File: config.mk
export PLATFORM = sky130hd
export DESIGN_NAME = nec_decoder
export DESIGN_NICKNAME = d
export VERILOG_FILES = /design/src/rtl/nec_decoder.sv
export SDC_FILE = /design/constraint.sdc
export NUM_CORES = 1
export LEC_CHECK = 0
export CAP_MARGIN = 40
export CORE_ASPECT_RATIO = 0.6
export CORE_UTILIZATION = 40
export CTS_CLUSTER_SIZE = 40
export DETAILED_ROUTE_END_ITERATION = 10
export GPL_TIMING_DRIVEN = 0
export HOLD_SLACK_MARGIN = 0.08
export SLEW_MARGIN = 20
export SYNTH_ARGS = -nofsm -noshare
export SYNTH_HDL_FRONTEND = slang
export SYNTH_SLANG_ARGS = --single-unit
File: constraint.sdc
create_clock -name clk -period 2.6 [get_ports clk]
set_input_delay 0.26 -clock clk [delete_from_list [all_inputs] [get_ports clk]]
set_output_delay 0.26 -clock clk [all_outputs]
set_load 0.01 [all_outputs]
File: src/rtl/nec_decoder.sv
// NEC IR frame decoder: consumes (pulse, cnt) segments from ir_rx and reports
// address/command frames, repeat codes, and aborted frames with a reason code.
module nec_decoder #(
   parameter longint CLK_FREQ    = 50_000_000,
   parameter int     TOL_PCT     = 25,
   parameter int     TIMEOUT_CYC = 600_000
) (
   input  logic        clk,
   input  logic        rst,
   input  logic        rx_edge,
   input  logic        pulse,
   input  logic [24:0] cnt,
   output logic        valid,
   output logic        rpt,
   output logic [15:0] addr,
   output logic [7:0]  cmd,
   output logic        err,
   output logic [1:0]  err_code
);

   localparam logic [63:0] LEAD_NOM = 64'(CLK_FREQ) * 64'd9 / 64'd1000;
   localparam logic [63:0] HDR_NOM  = 64'(CLK_FREQ) * 64'd9 / 64'd2000;
   localparam logic [63:0] RPT_NOM  = 64'(CLK_FREQ) * 64'd9 / 64'd4000;
   localparam logic [63:0] BIT_NOM  = 64'(CLK_FREQ) * 64'd9 / 64'd16000;
   localparam logic [63:0] ONE_NOM  = 64'(CLK_FREQ) * 64'd27 / 64'd16000;
   localparam logic [63:0] PCT_LO   = 64'(100 - TOL_PCT);
   localparam logic [63:0] PCT_HI   = 64'(100 + TOL_PCT);

   localparam logic [63:0] LEAD_LO = LEAD_NOM * PCT_LO / 64'd100;
   localparam logic [63:0] LEAD_HI = LEAD_NOM * PCT_HI / 64'd100;
   localparam logic [63:0] HDR_LO  = HDR_NOM * PCT_LO / 64'd100;
   localparam logic [63:0] HDR_HI  = HDR_NOM * PCT_HI / 64'd100;
   localparam logic [63:0] RPT_LO  = RPT_NOM * PCT_LO / 64'd100;
   localparam logic [63:0] RPT_HI  = RPT_NOM * PCT_HI / 64'd100;
   localparam logic [63:0] BIT_LO  = BIT_NOM * PCT_LO / 64'd100;
   localparam logic [63:0] BIT_HI  = BIT_NOM * PCT_HI / 64'd100;
   localparam logic [63:0] ONE_LO  = ONE_NOM * PCT_LO / 64'd100;
   localparam logic [63:0] ONE_HI  = ONE_NOM * PCT_HI / 64'd100;

   localparam logic [31:0] TIMEOUT_LAST = 32'(TIMEOUT_CYC - 1);

   typedef enum logic [2:0] {IDLE, LEAD, D_MARK, D_SPACE, R_MARK} state_t;

   state_t      state, state_nx;
   logic [31:0] shift, shift_nx;
   logic [5:0]  bit_cnt, bit_cnt_nx;
   logic [31:0] idle_cnt, idle_cnt_nx;
   logic        have_frame;
   logic        emit_frame, emit_rpt, emit_err;
   logic [1:0]  code_nx;

   function automatic logic in_win(input logic [24:0] c, input logic [63:0] lo,
                                   input logic [63:0] hi);
      return (64'(c) >= lo) && (64'(c) <= hi);
   endfunction

   logic is_lead, is_hdr, is_rpt, is_bit, is_zero, is_one;
   assign is_lead = pulse  && in_win(cnt, LEAD_LO, LEAD_HI);
   assign is_hdr  = !pulse && in_win(cnt, HDR_LO, HDR_HI);
   assign is_rpt  = !pulse && in_win(cnt, RPT_LO, RPT_HI);
   assign is_bit  = pulse  && in_win(cnt, BIT_LO, BIT_HI);
   assign is_zero = !pulse && in_win(cnt, BIT_LO, BIT_HI);
   assign is_one  = !pulse && in_win(cnt, ONE_LO, ONE_HI);

   // Next-state and result decode; an edge always takes priority over the timeout.
   always_comb begin
      state_nx    = state;
      shift_nx    = shift;
      bit_cnt_nx  = bit_cnt;
      idle_cnt_nx = 32'd0;
      emit_frame  = 1'b0;
      emit_rpt    = 1'b0;
      emit_err    = 1'b0;
      code_nx     = 2'd1;
      if (rx_edge) begin
         case (state)
            IDLE: begin
               if (is_lead) state_nx = LEAD;
            end
            LEAD: begin
               if (is_hdr) begin
                  state_nx   = D_MARK;
                  bit_cnt_nx = 6'd0;
                  shift_nx   = 32'd0;
               end else if (is_rpt) begin
                  state_nx = R_MARK;
               end else begin
                  emit_err = 1'b1;
               end
            end
            D_MARK: begin
               if (!is_bit) begin
                  emit_err = 1'b1;
               end else if (bit_cnt == 6'd32) begin
                  state_nx = IDLE;
                  if (shift[31:24] == ~shift[23:16]) begin
                     emit_frame = 1'b1;
                  end else begin
                     emit_err = 1'b1;
                     code_nx  = 2'd2;
                  end
               end else begin
                  state_nx = D_SPACE;
               end
            end
            D_SPACE: begin
               if (is_zero || is_one) begin
                  shift_nx   = {is_one, shift[31:1]};
                  bit_cnt_nx = bit_cnt + 6'd1;
                  state_nx   = D_MARK;
               end else begin
                  emit_err = 1'b1;
               end
            end
            R_MARK: begin
               state_nx = IDLE;
               if (!is_bit) begin
                  emit_err = 1'b1;
               end else if (have_frame) begin
                  emit_rpt = 1'b1;
               end else begin
                  emit_err = 1'b1;
                  code_nx  = 2'd2;
               end
            end
            default: state_nx = IDLE;
         endcase
         // A lead mark that breaks a frame is itself the start of the next one.
         if (emit_err) state_nx = is_lead ? LEAD : IDLE;
      end else if (state != IDLE) begin
         if (idle_cnt == TIMEOUT_LAST) begin
            emit_err = 1'b1;
            code_nx  = 2'd3;
            state_nx = IDLE;
         end else begin
            idle_cnt_nx = idle_cnt + 32'd1;
         end
      end
   end

   always_ff @(posedge clk) begin
      if (rst) begin
         state      <= IDLE;
         shift      <= 32'd0;
         bit_cnt    <= 6'd0;
         idle_cnt   <= 32'd0;
         have_frame <= 1'b0;
         valid      <= 1'b0;
         err        <= 1'b0;
         rpt        <= 1'b0;
         addr       <= 16'd0;
         cmd        <= 8'd0;
         err_code   <= 2'd0;
      end else begin
         state    <= state_nx;
         shift    <= shift_nx;
         bit_cnt  <= bit_cnt_nx;
         idle_cnt <= idle_cnt_nx;
         valid    <= emit_frame || emit_rpt;
         err      <= emit_err;
         if (emit_frame) begin
            addr       <= shift[15:0];
            cmd        <= shift[23:16];
            rpt        <= 1'b0;
            have_frame <= 1'b1;
         end
         if (emit_rpt) rpt <= 1'b1;
         if (emit_err) err_code <= code_nx;
      end
   end

endmodule
After elaboration in Yosys (flattened, before gate mapping)
Index checks and enable logic that the tools add are counted.
{"block": "op_classes", "n_addsub": 2, "order_cmp": 10, "n_eq_ne": 13, "n_mux": 51, "bitwise_logic": 2, "reduce_logical": 23}
{"op": "32-bit two-way mux", "count": 2}
{"op": "32-bit case mux with 2 select lines", "count": 1}
{"op": "32-bit by 1-bit adder with 32-bit output, second input constant", "count": 1}
{"op": "32-bit by 20-bit == test with 1-bit output, second input constant", "count": 1}
{"op": "3-bit two-way mux", "count": 9}
{"op": "25-bit by 15-bit >= comparator with 1-bit output, second input constant", "count": 1}
{"op": "25-bit by 16-bit >= comparator with 1-bit output, second input constant", "count": 1}
{"op": "25-bit by 17-bit >= comparator with 1-bit output, second input constant", "count": 1}
{"op": "25-bit by 18-bit >= comparator with 1-bit output, second input constant", "count": 1}
{"op": "25-bit by 19-bit >= comparator with 1-bit output, second input constant", "count": 1}
{"op": "25-bit by 16-bit less-or-equal comparator with 1-bit output, second input constant", "count": 1}
{"op": "25-bit by 17-bit less-or-equal comparator with 1-bit output, second input constant", "count": 1}
{"op": "25-bit by 18-bit less-or-equal comparator with 1-bit output, second input constant", "count": 1}
{"op": "25-bit by 19-bit less-or-equal comparator with 1-bit output, second input constant", "count": 1}
{"op": "25-bit by 20-bit less-or-equal comparator with 1-bit output, second input constant", "count": 1}
{"op": "1-bit two-way mux", "count": 24}
{"op": "2-bit two-way mux", "count": 9}
{"op": "6-bit two-way mux", "count": 2}
{"op": "4-bit inequality test, second input constant", "count": 3}
{"op": "3-bit case mux with 4 select lines", "count": 1}
{"op": "6-bit case mux with 2 select lines", "count": 1}
{"op": "1-bit logical AND", "count": 11}
{"op": "8-bit == test", "count": 1}
{"op": "8-bit inverter", "count": 1}
{"op": "other kinds (18)", "count": 24}
{"block": "totals", "reg_bits": 103, "in_bits": 29, "output_inout_bits": 29, "elab_cells": 112}

Logic depth before layout (Yosys ltp)
Gate-level depths: netlist of the first run.
{"block": "depth", "depth_word": 9, "ltp_mapped": 11, "mapped_depth_nobuf": 9}

Least setup slack after synthesis of the first run
Ideal clock, no wire load.
{"block": "synth_timing", "path_type": "input-to-reg", "startpoint": "input port cnt[14]", "endpoint": "register bit_cnt[3]", "setup_time_ns": 0.123, "arrival_time_ns": 2.465, "required_time_ns": 2.477, "setup_slack_ns": 0.012, "cell_stages": 9, "path_buffers": 1, "path_cell_list": "or4b_1 -> nor4_1 -> nand2_1 -> a211o_1 -> a31oi_2 -> and2_1 -> buf_6 -> and4_1 -> mux2_1"}
{"block": "synth_between", "elab_chain_cells": 6, "elab_cells_between_ends": 16, "classes_between": "order compare: 6; eq/ne: 2; reduce/logical: 8"}
{"item": "start: declaration", "line_no": "12", "text": "input logic [24:0] cnt,"}
{"item": "25-bit by 15-bit >= comparator with 1-bit output, or another cell as far along", "line_no": "54", "text": "return (64'(c) >= lo) && (64'(c) <= hi);"}
{"item": "1-bit logical AND", "line_no": "54"}
{"item": "1-bit logical AND (on tied branches)", "line_no": "62, 63"}
{"item": "1-bit logical OR", "line_no": "107", "text": "if (is_zero || is_one) begin"}
{"item": "2-bit inequality test (no line)"}
{"item": "4-bit AND reduction (no line) *"}
{"item": "end signal: assignment", "line_no": "157", "text": "bit_cnt <= bit_cnt_nx;"}
{"item": "end: declaration", "line_no": "46", "text": "logic [5:0] bit_cnt, bit_cnt_nx;"}
Mark *: on every way between the ends. The rest lies on a longest branch, timed or not.
A chain may end at the register's enable or synchronous reset.

Final worst setup path of the first run
Same ends and word-level chain as after synthesis.

==> metrics.cfg, run 1 <==
[synth]
synth_area_leaders = dfxtp_1, mux2i_1, nor2_1
syn-num-nets = 646
syn_area_mm2 = 0.00523
synth_top_flop_cell = dfxtp_1
synthArstFlopShare = 0
yosysUniqueCellTypes = 61
ys_seq_elements = 103
yosysTopAreaCell = dfxtp_1
synth_top_area_frac = 0.394
syn_inst = 614
yosys_warnings = 0
syn-mean-instance-area_um2 = 8.51
ys_seq_area_frac = 0.394
synth_edf_count = 0

[run_status]
outcome = finished, violations left
violations = setup timing

[floorplanning]
fp.dieArea_mm2 = 0.0135
io_pins = 58
start_util = 0.421
core.rowCount = 31
die_h_um = 90.6
coreArea_mm2 = 0.0124
fp.dieW_um = 150

[detailed_routing]
dr_total_vias = 4814
drc = 0
vias_per_cell = 5.55
wl_met1_mm = 7.15
wl_met2_mm = 5.95
wl_met3_um = 910
ant_nets = 0
wl_per_cell_um = 16.3
highest_layer = met4
drtIter0Drc = 366
drt-pass1-iter-count = 6
totalWireLength_mm = 14.2

[sta]
worstMarginPinSlew_ps = 579
finalClockSkew_ps = 6.68
slew_viol_final = 0
period_share = 1.01
finalHoldViolCount = 0
timing.slew.headroom = 0.610
fmax_mhz = 382
rsz0062_at_grt = true
setup_violations = 1
timing.final.ws_setup_ps = -14.7
setup_tns_ps = -14.7
period_needed_ps = 2610

[setup_path]
startpoint_type = input port
crit_arrival_ps = 2840
cp_max_fo = 7
endpoint_kind = register
critPathKind = in -> reg
worstPathRequired_ps = 2830

[placed_design]
dp_hpwl_mm = 10.2
preCtsSetupSlack_ps = -966
gp_congestion = 0.959
io_buffers = 54

[final_layout]
drive_gt1_frac = 0.149
n_antenna_cell = 0
final_nets = 731
syn_to_final_growth_pct = 27.7
final_core_util = 0.538
n_fill_cell = 1158

[global_route]
grt-ovfl-total = 0
grt_pass1_wl_mm = 22.7
grt_start_max_net_pins = 17
antenna_found_initial = 0
grt_pass1_vias = 4528
track_usage = 0.209

[clocking]
cts_max_path_buffers = 2
numCtsBuffers = 9
cts_tree = done
clk_pin_slew_worst_paths_ps = 60
clkSinkCount = 103
h-tree-depth = 3
cts_root_buf = clkbuf_16
insertion_delay_ps = 340

[power_and_ir_drop]
powerDensity_mw_per_mm2 = 471
vdd_drop_max_mv = 0.310
power_leakage_nw = 2.51

[run]
drv_cap = 0

[min_path]
timing.hold.worst.class = reg -> reg

==> per-layer routing <==
layer | up-vias | track usage
li1 | 2356 | -
met1 | 2264 | 0.305
met2 | 173 | 0.300
met3 | 21 | 0.0576
met4 | 0 | 0.0502
met5 | - | 0
==> synthesized netlist by cell type (all sizes together), types with 3 or more instances <==
cell	number
xnor2	23
nand3b	4
or4	5
dfxtp	103
a21oi	20
o41ai	5
o2111ai	4
a31oi	3
ha	3
nor2	123
o21ai	14
nand4	18
nor2b	6
buf	16
o211ai	6
xor2	15
and3	8
a2111oi	3
a211o	7
mux2i	56
or2	3
nand2	36
nor3	8
or4b	5
nand3	18
or3	7
nor4	13
nand4b	5
a21o	3
nor4b	6
clkbuf	21
inv	18
==> placed cells by master (no fill, tap or decap), types with 13 or more instances in the layout <==
cell type,n
mux2i_1,56
xnor2_1,23
nor2_1,122
dfxtp_1,103
o21ai_0,13
clkdlybuf4s50_1,36
nand4_1,18
buf_4,19
a21oi_1,20
nand2_1,35
xor2_1,15
inv_1,17
nand3_1,18
==> kinds of logic (layout without fill, tap and decap cells) <==
kind of cell               after synthesis  after routing  synth area share
buffers and inverters                   55            144            0.0479
adders and majority gates                3              3           0.00718
and+or+nand+nor                        273            273             0.259
xor gates and xnor gates                38             38            0.0637
AOI/OAI and AO/OA                       85             85             0.118
DFF                                    103            103             0.394
muxes                                   57             57             0.109
==> flip-flops by register name, indices dropped and copies added (netlist names) <==
name        count
addr           16
bit_cnt         6
cmd             8
err             1
err_code        2
have_frame      1
idle_cnt       32
rpt             1
shift          32
state           3
valid           1
==> critical path, stage by stage <==
cell and delay, ps:
buf_2 140, or4b_4 560, o211ai_1 420, o31ai_4 160, o211ai_1 310, a31oi_2 140
and2_1 200, buf_6 140, and4_1 210, mux2_4 290
==> final timing paths <==
kind | from | to | slack [ps] | depth (start not counted)
worst max register to register | idle_cnt[8]$_SDFF_PP0_ | idle_cnt[28]$_SDFF_PP0_ | 150 | 8
worst min-delay path | idle_cnt[0]$_SDFF_PP0_ | idle_cnt[0]$_SDFF_PP0_ | 450 | 1
worst min register to register | idle_cnt[0]$_SDFF_PP0_ | idle_cnt[0]$_SDFF_PP0_ | 450 | 1
worst max-delay path | cnt[14] | bit_cnt[3]$_SDFFE_PP0P_ | -10 | 10
==> through the flow <==
step                std cells  cell area (um^2)  hold WS (ps)  total power, mW
floorplan                 614              5230           364             1.72
global placement          833              5970           433             1.81
detailed placement        833              5970           444             1.81
CTS                       859              6520           455             3.14
global route              868              6680           464             3.24
finish                    868              6680           451             3.14
==> report_power, final <==
group	internal (mW)	switching [mW]	leakage [nW]	total, mW
Combinational	0.0914	0.151	1.54	0.242
Sequential	1.58	0.000197	0.829	1.58
Clock	0.743	0.579	0.139	1.32
Total	2.41	0.730	2.51	3.14
==> final cells by class <==
type / count / area, um^2 / share of cell area
clock inverter: 5 / 60.1 / 0.00900
tap: 165 / 206 / 0.0309
sequential: 103 / 2060 / 0.309
inverter: 18 / 71.3 / 0.0107
timing repair buffer: 74 / 673 / 0.101
buffer: 37 / 263 / 0.0394
clock buffer: 10 / 229 / 0.0343
multi-input combinational: 456 / 3110 / 0.466
==> what timing repair did <==
action / CTS / global route
gates resized for setup: 62 / 56
pin swaps: 13 / 24
setup endpoints to repair: 73 / 89
setup buffers: 11 / 8
hold buffers: 0 / 0
gates cloned: 0 / 1
Power figures use the tool's default switching activity.
==> run 2: changes to the inputs <==
--- a/config.mk
+++ b/config.mk
@@ -5,13 +5,15 @@
 export SDC_FILE = /design/constraint.sdc
 export NUM_CORES = 1
 export LEC_CHECK = 0
+export ABC_AREA = 0
 export CAP_MARGIN = 40
 export CORE_ASPECT_RATIO = 0.6
 export CORE_UTILIZATION = 40
 export CTS_CLUSTER_SIZE = 40
 export DETAILED_ROUTE_END_ITERATION = 10
 export GPL_TIMING_DRIVEN = 0
-export HOLD_SLACK_MARGIN = 0.08
+export HOLD_SLACK_MARGIN = 0.03
+export SKIP_LAST_GASP = 1
 export SLEW_MARGIN = 20
 export SYNTH_ARGS = -nofsm -noshare
 export SYNTH_HDL_FRONTEND = slang
==> metrics.cfg, run 2 (synthesis results as in run 1) <==
[min_path]
worst_hold_path.endpoint = idle_cnt[0]$_SDFF_PP0_
timing.hold.worst.class = reg -> reg
min_path_cells = 1
hp-start = idle_cnt[0]$_SDFF_PP0_

[clocking]
h-tree-depth = 3
insertion_delay_ps = 340
clk_pin_slew_worst_paths_ps = 60
cts_max_path_buffers = 2
numCtsBuffers = 9
cts_root_buf = clkbuf_16
ctsHoldBuffers = 0
clkSinkCount = 103
cts_tree = done

[detailed_routing]
dr_total_vias = 4813
drt-pass1-iter-count = 5
wl_per_cell_um = 16.4
drc = 0
drtIter0Drc = 366
vias_per_cell = 5.54
ant_nets = 0
totalWireLength_mm = 14.2

[sta]
fmax_mhz = 381
period_needed_ps = 2630
setup_violations = 1
worstMarginPinSlew_ps = 579
timing.final.ws_setup_ps = -25.4
finalClockSkew_ps = 6.68
finalHoldViolCount = 0
timing.slew.headroom = 0.610
rsz0062_at_grt = true
slew_viol_final = 0
period_share = 1.01
whs_ps = 451

[global_route]
grt_pass1_vias = 4528
antenna_found_initial = 0
track_usage = 0.209
grt_pass1_wl_mm = 22.7
grt_start_max_net_pins = 17
grt-ovfl-total = 0

[floorplanning]
core.rowCount = 31
coreArea_mm2 = 0.0124
fp.dieArea_mm2 = 0.0135
fp.dieW_um = 150
die_h_um = 90.6
io_pins = 58
start_util = 0.421

[final_layout]
seq_area_mm2 = 0.00206
n_antenna_cell = 0
n_fill_cell = 1158
reg.largest.list = idle_cnt x32, shift x32, addr x16
final_cell_mix = nor2_1, dfxtp_1, mux2i_1
final_common_cell = nor2_1
syn_to_final_growth_pct = 27.7
drive_gt1_frac = 0.149
final_nets = 731
multi_input_area_mm2 = 0.00311

[power_and_ir_drop]
powerDensity_mw_per_mm2 = 471
power_leakage_nw = 2.51
vdd_drop_max_mv = 0.310
finalPower_mw = 3.14

[setup_path]
worstPathRequired_ps = 2830
endpoint_kind = register
critPathKind = in -> reg
startpoint_type = input port
crit_arrival_ps = 2850
ff2ff_setup_slack_ps = 150
reg2regPathDepth = 8
reg2reg_to = idle_cnt[28]$_SDFF_PP0_
cp_max_fo = 7
reg2reg_from = idle_cnt[8]$_SDFF_PP0_

[placed_design]
dp_hpwl_mm = 10.2
io_buffers = 54
gp_congestion = 0.959

[run_status]
violations = setup timing
outcome = finished, violations left

[run]
drv_cap = 0

## run 2: worst max path at each step
stage,startpoint,endpoint,depth (start not counted)
detailed placement,cnt[8],bit_cnt[3]$_SDFFE_PP0P_,11
global route,cnt[22],bit_cnt[4]$_SDFFE_PP0P_,10
CTS,cnt[4],bit_cnt[3]$_SDFFE_PP0P_,11
floorplan,cnt[14],bit_cnt[3]$_SDFFE_PP0P_,9
global placement,cnt[8],bit_cnt[3]$_SDFFE_PP0P_,11
finish,cnt[14],bit_cnt[3]$_SDFFE_PP0P_,10
## run 2: cell type report
type | count | area share
Inverter | 18 | 0.0107
Clock inverter | 5 | 0.00900
Sequential cell | 103 | 0.309
Timing Repair Buffer | 74 | 0.101
Buffer | 37 | 0.0394
Clock buffer | 10 | 0.0343
Multi-Input combinational cell | 456 | 0.466
Tap cell | 165 | 0.0309
## run 2: metal layers
metal | up-vias | wire length [um] | share of wire | GRT usage
met5 | - | 0 | 0 | 0
met4 | 0 | 183 | 0.013 | 0.0502
met3 | 23 | 938 | 0.066 | 0.0576
met2 | 178 | 5960 | 0.42 | 0.300
met1 | 2255 | 7110 | 0.50 | 0.305
li1 | 2357 | - | - | -
## run 2: what timing repair did
item | 4_1_cts | 5_1_grt
gates resized for setup | 62 | 55
pin swaps | 13 | 24
setup buffers | 11 | 8
cloned | 0 | 1
endpoints found under the setup margin | 73 | 89
## run 2: stage by stage
step	cells	TNS, ps	instance area [um^2]	util	setup WS [ps]
floorplan	614	0	5230	-	12.0
global placement	833	-58160	5970	0.481	-1050
detailed placement	833	-54470	5970	0.481	-966
CTS	859	-63.9	6520	0.525	-44.5
global route	868	-196	6680	0.538	-69.2
finish	868	-25.4	6680	0.538	-25.4
## run 2: worst max-delay path, cell delays in order
cell and delay [ps]:
clkbuf_2 140, or4b_4 570, o211ai_1 420, o31ai_4 160
o211ai_1 310, a31oi_2 140, and2_1 200, buf_6 140
and4_1 210, mux2_4 290
## run 2: power breakdown
| part | switching (mW) | total, mW | leakage (nW) | internal [mW] |
|---|---|---|---|---|
| Sequential | 0.000197 | 1.58 | 0.829 | 1.58 |
| Clock | 0.579 | 1.32 | 0.139 | 0.743 |
| Combinational | 0.151 | 0.242 | 1.54 | 0.0914 |
| Total | 0.730 | 3.14 | 2.51 | 2.41 |
==> run 3: changes to the inputs <==
--- a/config.mk
+++ b/config.mk
@@ -13,6 +13,7 @@
 export DETAILED_ROUTE_END_ITERATION = 10
 export GPL_TIMING_DRIVEN = 0
 export HOLD_SLACK_MARGIN = 0.03
+export SETUP_SLACK_MARGIN = 0.5
 export SKIP_LAST_GASP = 1
 export SLEW_MARGIN = 20
 export SYNTH_ARGS = -nofsm -noshare
==> metrics.cfg, run 3 (synthesis results as in run 1) <==
[setup_path]
worstPathRequired_ps = 2830
endpoint_kind = register
cp_max_fo = 6
startpoint_type = input port
critPathKind = in -> reg
ff2ff_setup_slack_ps = 330
reg2reg_from = shift[21]$_SDFFE_PP0P_
crit_arrival_ps = 2720
reg2regPathDepth = 8
reg2reg_to = state[1]$_SDFFE_PP0P_

[clocking]
cts_max_path_buffers = 2
insertion_delay_ps = 340
cts_tree = done
ctsHoldBuffers = 0
cts_root_buf = clkbuf_16
clkSinkCount = 103
clk_pin_slew_worst_paths_ps = 70
numCtsBuffers = 9
h-tree-depth = 3

[placed_design]
preCtsSetupSlack_ps = -884
gp_congestion = 0.880
io_buffers = 54
dp_hpwl_mm = 10.0
place_inst = 833

[power_and_ir_drop]
vdd_drop_max_mv = 0.372
power_leakage_nw = 2.80
powerDensity_mw_per_mm2 = 424

[sta]
finalHoldViolCount = 0
period_needed_ps = 2490
fmax_mhz = 402
slew_viol_final = 0
finalClockSkew_ps = 9.56
timing.final.ws_setup_ps = 111
setup_violations = 0
worstMarginPinSlew_ps = 580
whs_ps = 447
period_share = 0.957
timing.slew.headroom = 0.613
rsz0062_at_grt = true

[min_path]
min_path_cells = 1
worst_hold_path.endpoint = idle_cnt[0]$_SDFF_PP0_
timing.hold.worst.class = reg -> reg
hp-start = idle_cnt[0]$_SDFF_PP0_

[global_route]
grt_start_max_net_pins = 19
track_usage = 0.215
grt_pass1_vias = 4660
grt-ovfl-total = 0
antenna_found_initial = 0
grt_pass1_wl_mm = 23.3

[final_layout]
syn_to_final_growth_pct = 41.9
final_cell_mix = nor2_1, dfxtp_1, buf_4
drive_gt1_frac = 0.280
n_antenna_cell = 0
reg.largest.list = idle_cnt x32, shift x32, addr x16
finalNonFillerCells = 919
final_common_cell = nor2_1
final_nets = 781

[detailed_routing]
dr_total_vias = 5094
totalWireLength_mm = 15.1
drtIter0Drc = 291
drc = 0
drt-pass1-iter-count = 5
vias_per_cell = 5.54
ant_nets = 0
wl_per_cell_um = 16.4

[floorplanning]
fp.dieW_um = 150
core.rowCount = 31
io_pins = 58
die_h_um = 90.6
coreArea_mm2 = 0.0124
fp.dieArea_mm2 = 0.0135
start_util = 0.421

[run]
drv_cap = 0

[run_status]
outcome = completed

## run 3: worst max-delay path by stage
stage                  from                       to  slack [ps]  cells past startpoint
finish               cnt[7]  bit_cnt[3]$_SDFFE_PP0P_         110                     10
global route         cnt[7]    state[0]$_SDFFE_PP0P_          20                     14
CTS                 cnt[14]  bit_cnt[3]$_SDFFE_PP0P_         200                     10
detailed placement   cnt[8]  bit_cnt[3]$_SDFFE_PP0P_        -880                     11
global placement     cnt[8]  bit_cnt[3]$_SDFFE_PP0P_        -990                     11
floorplan            cnt[6]  bit_cnt[3]$_SDFFE_PP0P_         110                     10
## run 3: worst max-delay path, cell delays in order
cell and delay (ps):
buf_8 100, or4b_4 540, nor4_4 330, and3_4 260
o211ai_1 170, a31oi_2 260, and2_4 180, buf_8 130
and4_4 210, mux2_4 290
## run 3: repair_timing
| item | 4_1_cts | 5_1_grt |
|---|---|---|
| endpoints found under the setup margin | 102 | 102 |
| gates cloned | 0 | 2 |
| pin swaps | 32 | 28 |
| buffers inserted | 49 | 19 |
| resized for setup | 143 | 74 |
## run 3: per-layer routing
metal  track usage  wire, um  vias to the layer above
met4        0.0595       241                        0
li1              -         -                     2466
met5             0         0                        -
met3        0.0424       895                       27
met1         0.319      7550                     2435
met2         0.310      6370                      166
## run 3: cell type report
type | count | area (um^2)
clock buffer | 10 | 239
tap | 165 | 206
sequential | 103 | 2070
inverter | 18 | 71.3
fill | 1086 | 5000
multi-input combinational | 456 | 3340
timing repair buffer | 124 | 1100
buffer | 37 | 333
clock inverter | 6 | 51.3
## run 3: metrics by stage
| stage | TNS (ps) | util | power [mW] | area (um^2) |
|---|---|---|---|---|
| 2_1_floorplan | 0 | - | 1.72 | 5340 |
| 3_3_place_gp | -49940 | 0.491 | 1.82 | 6090 |
| 3_5_place_dp | -44160 | 0.491 | 1.82 | 6090 |
| 4_1_cts | 0 | 0.566 | 3.16 | 7030 |
| 5_1_grt | 0 | 0.597 | 3.26 | 7420 |
| 6_report | 0 | 0.597 | 3.15 | 7420 |
## run 3: report_power, final
part           total (mW)  internal, mW  switching, mW  leakage, nW
registers            1.58          1.58       0.000204        0.834
clock network        1.30         0.689          0.607        0.145
logic               0.273         0.114          0.159         1.82
